$ cat config.mk
export PLATFORM = sky130hd
export DESIGN_NAME = mac_mult_issue
export DESIGN_NICKNAME = d
export VERILOG_FILES = /design/src/rtl/mac_mult_issue.sv
export SDC_FILE = /design/constraint.sdc
export NUM_CORES = 2
export LEC_CHECK = 0
export BUFFER_PORTS_ARGS = -buffer_cell sky130_fd_sc_hd__buf_2
export CAP_MARGIN = 20
export CORE_ASPECT_RATIO = 1.5
export CORE_UTILIZATION = 28
export CTS_BUF_LIST = sky130_fd_sc_hd__clkbuf_16
export CTS_CLUSTER_DIAMETER = 200
export DETAILED_ROUTE_END_ITERATION = 12
export PLACE_DENSITY = 0.41
export SYNTH_ARGS = -nofsm -noshare
export SYNTH_HDL_FRONTEND = slang
export SYNTH_SLANG_ARGS = --single-unit
$ cat constraint.sdc
create_clock -name clk -period 3.49 [get_ports clk]
set_input_delay 0.8725 -clock clk [delete_from_list [all_inputs] [get_ports clk]]
set_output_delay 0.8725 -clock clk [all_outputs]
set_load 0.005 [all_outputs]
$ cat src/rtl/mac_mult_issue.sv
// mac_mult_issue: issues A/B reads in (i,j,k) order and emits one tagged registered product per cycle.
// Optional MAC_MULT_SIGNED_EN selects a two's-complement multiply instead of unsigned.
module mac_mult_issue #(
    parameter int M = 4,
    parameter int K = 4,
    parameter int N = 4,
    parameter int DATA_WIDTH_INIT_MATRIX = 32,
    localparam int MW = (M > 1) ? $clog2(M) : 1,
    localparam int KW = (K > 1) ? $clog2(K) : 1,
    localparam int NW = (N > 1) ? $clog2(N) : 1,
    localparam int DW = DATA_WIDTH_INIT_MATRIX
) (
    input  logic            clk,
    input  logic            reset,
    input  logic            start,
    output logic            busy,
    output logic            done,
    output logic            mem_rd_en,
    output logic [MW-1:0]   addr_a_row,
    output logic [KW-1:0]   addr_a_col,
    output logic [KW-1:0]   addr_b_row,
    output logic [NW-1:0]   addr_b_col,
    input  logic [DW-1:0]   data_in_a,
    input  logic [DW-1:0]   data_in_b,
    output logic [2*DW-1:0] product_reg,
    output logic [MW-1:0]   matrix_a_row_addr_counter_reg,
    output logic [NW-1:0]   matrix_b_col_addr_counter_reg,
    output logic [KW-1:0]   matrix_a_col_addr_counter_reg,
    output logic [KW-1:0]   matrix_b_row_addr_counter_reg,
    output logic            mult_done_reg
);
    typedef enum logic [1:0] {IDLE, ISSUE, DRAIN, DONE} state_t;
    localparam logic [MW-1:0] I_LAST = MW'(M - 1);
    localparam logic [NW-1:0] J_LAST = NW'(N - 1);
    localparam logic [KW-1:0] K_LAST = KW'(K - 1);
    state_t state_q, state_d;
    logic [MW-1:0] i_q, i_d;
    logic [NW-1:0] j_q, j_d;
    logic [KW-1:0] k_q, k_d;
    logic drain_q, drain_d;
    logic v1_q;
    logic [MW-1:0] ti_q;
    logic [NW-1:0] tj_q;
    logic [KW-1:0] tk_q;
    logic [2*DW-1:0] product_d;
    logic k_wrap, j_wrap, last;
    assign k_wrap = k_q == K_LAST;
    assign j_wrap = k_wrap && j_q == J_LAST;
    assign last = j_wrap && i_q == I_LAST;
    always_comb begin
        state_d = state_q;
        i_d = i_q;
        j_d = j_q;
        k_d = k_q;
        drain_d = drain_q;
        case (state_q)
            IDLE: if (start) begin
                state_d = ISSUE;
                i_d = '0;
                j_d = '0;
                k_d = '0;
            end
            ISSUE: if (last) begin
                state_d = DRAIN;
                drain_d = 1'b0;
            end else begin
                k_d = k_wrap ? '0 : k_q + KW'(1);
                j_d = k_wrap ? (j_wrap ? '0 : j_q + NW'(1)) : j_q;
                i_d = j_wrap ? i_q + MW'(1) : i_q;
            end
            DRAIN: begin
                drain_d = 1'b1;
                state_d = drain_q ? DONE : DRAIN;
            end
            default: state_d = IDLE;
        endcase
    end
    assign busy = state_q == ISSUE || state_q == DRAIN;
    assign done = state_q == DONE;
    assign mem_rd_en = state_q == ISSUE;
    assign addr_a_row = i_q;
    assign addr_a_col = k_q;
    assign addr_b_row = k_q;
    assign addr_b_col = j_q;
`ifdef MAC_MULT_SIGNED_EN
    assign product_d = {{DW{data_in_a[DW-1]}}, data_in_a} * {{DW{data_in_b[DW-1]}}, data_in_b};
`else
    assign product_d = {{DW{1'b0}}, data_in_a} * {{DW{1'b0}}, data_in_b};
`endif
    // Tags ride alongside the read so each product carries the addresses that fetched it.
    always_ff @(posedge clk or posedge reset) begin
        if (reset) begin
            state_q <= IDLE;
            i_q <= '0;
            j_q <= '0;
            k_q <= '0;
            drain_q <= 1'b0;
            v1_q <= 1'b0;
            ti_q <= '0;
            tj_q <= '0;
            tk_q <= '0;
            mult_done_reg <= 1'b0;
            product_reg <= '0;
            matrix_a_row_addr_counter_reg <= '0;
            matrix_b_col_addr_counter_reg <= '0;
            matrix_a_col_addr_counter_reg <= '0;
            matrix_b_row_addr_counter_reg <= '0;
        end else begin
            state_q <= state_d;
            i_q <= i_d;
            j_q <= j_d;
            k_q <= k_d;
            drain_q <= drain_d;
            v1_q <= mem_rd_en;
            mult_done_reg <= v1_q;
            if (mem_rd_en) begin
                ti_q <= i_q;
                tj_q <= j_q;
                tk_q <= k_q;
            end
            if (v1_q) begin
                product_reg <= product_d;
                matrix_a_row_addr_counter_reg <= ti_q;
                matrix_b_col_addr_counter_reg <= tj_q;
                matrix_a_col_addr_counter_reg <= tk_q;
                matrix_b_row_addr_counter_reg <= tk_q;
            end
        end
    end
endmodule

Yosys cells after proc, flatten, opt, wreduce, memory -nomap -nowiden
Index checks and enable logic that the tools add are counted.
- mux-type cells: 17
- $add $sub $neg: 3
- equality and inequality tests: 11
- multiply operators: 1
- reductions and logical operators: 11
- operator list (cell ; count):
    32-bit by 32-bit multiplier with 64-bit output ; 1
    2-bit 2-to-1 mux ; 10
    2-bit one-hot mux with 2 select lines ; 3
    2-bit equality test (second input constant) ; 5
    4-bit AND reduction ; 2
    2-bit by 1-bit adder with 2-bit output (second input constant) ; 3
    2-bit by 1-bit inequality test with 1-bit output (second input constant) ; 3
    2-bit one-hot mux with 3 select lines ; 1
    2-bit inequality test (second input constant) ; 2
    2-bit AND reduction ; 2
    2-bit nonzero test ; 2
    3-bit AND reduction ; 1
    2-bit by 1-bit equality test with 1-bit output (second input constant) ; 1
    1-bit logical AND ; 2
    2-bit zero test ; 1
    1-bit 2-to-1 mux ; 2
    1-bit one-hot mux with 2 select lines ; 1
    1-bit logical OR ; 1
- register bits after elaboration: 87
- input bits: 67
- output and inout bits: 84
- logic and storage cells: 57

Logic depth before layout (Yosys ltp)
- depth in word-level cells: 6
- gate-level depth with buffers: 28
- gate-level depth less buffers: 26

Least setup slack after synthesis
OpenSTA, ideal clock, no wires.
- path kind: input to register
- start point: input data_in_a[31]
- end point: register product_reg[51]
- slack: -4.079 ns
- arrival time: 7.444 ns
- stages: 27
- library setup time: 0.125 ns
- data required time: 3.365 ns
- path buffers: 2
- cell sequence: clkbuf_1 > nand2_1 > fa_1 > inv_1 > fa_1 > fa_1 > inv_1 > fa_1 > inv_1 > fa_1 > fa_1 > fa_1 > inv_1 > fa_1 > inv_1 > ha_1 > buf_2 > a21o_1 > a31oi_1 > and2_0 > a31o_2 > or3_1 > o21ai_2 > nand2b_1 > nor2b_1 > xnor2_1 > mux2_2
- word-level cells in the longest chain between the ends: 1
- RTL lines (item ; line ; RTL):
    from (decl) ; 23 ; input logic [DW-1:0] data_in_a,
    32-bit by 32-bit multiplier with 64-bit output ; 88 ; assign product_d = {{DW{1'b0}}, data_in_a} * {{DW{1'b0}}, data_in_b};
    to (signal assigned) ; 122 ; product_reg <= product_d;
    to (decl) ; 25 ; output logic [2*DW-1:0] product_reg,
Every way passes these cells.
A chain may end at the register's enable or synchronous reset.

Final worst setup path
- start point: input data_in_a[5]
- end point: register product_reg[52]
The elaborated chain is that of the path after synthesis.

==> flow_summary_export.csv <==
group,metric,value,unit
outcome,status,"finished, violations left",
outcome,violations,"setup timing",
routing,antenna_left,0,
setup_path,critPathSlowestCell,"fa_2",
final_layout,fillers,13300,
synthesis,ys_seq_elements,87,
sta,hold_viol,0,
setup_path,worstSetupStartpointType,"primary input",
setup_path,arrival,7810,ps
run,drv_cap,0,
synthesis,syn_nets,5167,
sta,min_period,7560,ps
routing,vias,27600,
floorplan,start_util,28.3,%
clock_network,htreeDepth,3,
sta,setup_viol_count_final,60,
sta,final.setup_skew,12.4,ps
placement,io_buffer_count,150,
setup_path,critPathMaxFanout,5,
global_routing,grt_max_degree,45,
global_routing,grt_usage,19.0,%
sta,worst_slack,-4070,ps
placement,gp_congestion,0.823,
global_routing,antenna_found_initial,4,
routing,drtIter0Drc,869,
synthesis,synthDistinctLibCells,65,
clock_network,clock_latency,370,ps
routing,avgRoutedWirePerCell,20.0,um
setup_path,critPathMaxStageDelay,630,ps
min_path,holdPathStages,2,
clock_network,clk_pin_slew_worst_paths,70,ps
clock_network,clockBufferDepth,2,
setup_path,required,3740,ps
floorplan,io_pins,151,
final_layout,largest_reg_flops,64,
synthesis,yosysSeqAreaShare,5.92,%
setup_path,rr_worst_depth,7,
floorplan,die-area,0.133,mm2
placement,hpwl,104000,um
floorplan,fp.dieW,298,um
setup_path,worst-path-buf-inv,7,
setup_path,worstSetupPathDepth,27,
clock_network,numClockSinks,87,
global_routing,grt_pass1_vias,31900,
sta,worst_slew_pin_slew,784,ps
routing,drc,0,
final_layout,nets,5694,
setup_path,critPathTopFamily,"adder cells",
floorplan,fp.coreArea,0.130,mm2
final_layout,design_area,0.0484,mm2
routing,viasPerCell,4.46,
synthesis,syn_area,0.0368,mm2
setup_path,crit_path_end_kind,"flip-flop",
synthesis,netlist_instances,3934,
sta,maxSlewViolCount,0,
sta,fin_crit_sh,217,%
synthesis,synth_warnings,0,
final_layout,layout-drive-gt1-share,29.5,%
synthesis,async_flop_share,100,%
sta,max_freq,132,MHz
min_path,hold_path.class,"reg2reg",
synthesis,synth-edff-count,0,
setup_path,path_class,"in2reg",
placement,placed_area,0.0434,mm2
global_routing,grt-ovfl-total,0,
setup_path,crit_top_cell,"fa_1",
synthesis,synthFlopType,"dfrtp_1",
clock_network,numCtsBuffers,9,
final_layout,syn2layout_area_growth,31.5,%
clock_network,cts_tree,"done",
floorplan,die_h,446,um
synthesis,avgSynthCellArea,9.35,um2
sta,rsz0062_at_grt,"true",
placement,dp_slack,-4900,ps
routing,first_pass_iters,5,
routing,routed_wirelength,124000,um
global_routing,grt_pass1_wl,192000,um
floorplan,rows,162,
sta,slew_headroom,47.6,%
clock_network,root_buffer,"clkbuf_16",
routing by layer:
metal	vias to the layer above	share of wire, %	global-route usage (%)
li1	12600	-	-
met1	14600	41	23.1
met5	-	0.021	0
met3	100	2.5	1.74
met4	4	2.8	5.31
met2	365	54	35.3
synthesized netlist by cell type (all sizes together), types with 2 or more instances:
cell     instances  area, um2
a21o            48        360
o31ai            4       30.0
dfrtp           87       2180
and3             7       43.8
a211oi           8       70.1
o21bai          12       90.1
o2111ai          3       26.3
a21boi           4       30.0
o41ai            2       17.5
a221oi           4       35.0
nor2b            4       25.0
nor3            19       95.1
ha             270       3380
fa             896      17900
buf             14       73.8
a22o             3       26.3
inv            870       3270
nand3           15       75.1
clkbuf         219        822
xor2            16        140
a21oi           75        387
a41oi            3       41.3
and2           607       3800
o31a             2       26.3
a311o            2       20.0
o311ai           3       43.8
or3              2       12.5
nor3b            2       15.0
a31o             2       17.5
o21ai           54        285
xnor2           40        350
o221ai           2       23.8
a31oi            7       50.1
nor2            36        135
o21a             7       52.6
o211ai           3       22.5
nand4           23        144
mux2            63        709
nand2          479       1800
nand2b           7       43.8
cell families after synthesis:
| logic type | synth area share [%] |
|---|---|
| AO/OA/AOI/OAI | 4.65 |
| buffers and inverters | 11.3 |
| XOR/XNOR | 1.33 |
| flip-flops | 5.92 |
| adder cells (fa/ha/maj) | 57.9 |
| AND/OR/NAND/NOR | 16.9 |
| multiplexers | 1.96 |
layout make-up:
class / count / area (um2) / share of cell area, %
antenna: 2 / 5.00 / 0.0103
clock buffer: 9 / 225 / 0.465
clock inverter: 7 / 60.1 / 0.124
inverter: 870 / 3270 / 6.76
multi-input combinational: 2744 / 33400 / 69.1
sequential: 87 / 2180 / 4.51
tap: 1722 / 2150 / 4.45
timing repair buffer: 749 / 7060 / 14.6
worst min-delay path, delay by kind of cell (launching register included):
family	cells	cell delay, ps
flops	1	350
simple gates	1	60
compound gates	1	50
through the flow:
stage	TNS [ps]	instances	util, %	hold WS [ps]
floorplan	-185130	3934	-	403
global placement	-249440	6057	33.3	465
detailed placement	-248450	6057	33.3	476
CTS	-203110	6153	36.1	494
global route	-212100	6189	37.2	520
finish	-202500	6190	37.2	491
final timing paths:
kind                                 start              end  slack [ps]
max                           data_in_a[5]  product_reg[52]       -4070
min                        product_reg[60]  product_reg[60]         490
max reg2reg                     state_q[1]    addr_a_row[0]        1130
min reg2reg                product_reg[60]  product_reg[60]         490
max in group asynchronous            reset  product_reg[56]        2240
min in group asynchronous            reset  product_reg[21]         570
cell usage in the layout (no fill, tap or decap), types with 77 or more instances in the layout:
master / Yosys / layout
and2_1: 605 / 530
buf_4: 4 / 437
and2_4: 1 / 77
dfrtp_1: 87 / 86
fa_1: 896 / 808
buf_6: 0 / 126
nand2_1: 479 / 453
fa_2: 0 / 88
ha_1: 270 / 214
inv_1: 870 / 818
buf_2: 5 / 95
repair_timing:
action,in CTS,in global routing
resized for setup,569,270
hold buffers,0,0
setup endpoints to repair,61,60
pin swaps,242,209
setup buffers,81,42
gates cloned,8,7
Power is not shown: default switching activity piles up to over one toggle a cycle in this logic, so the estimate is an artifact.
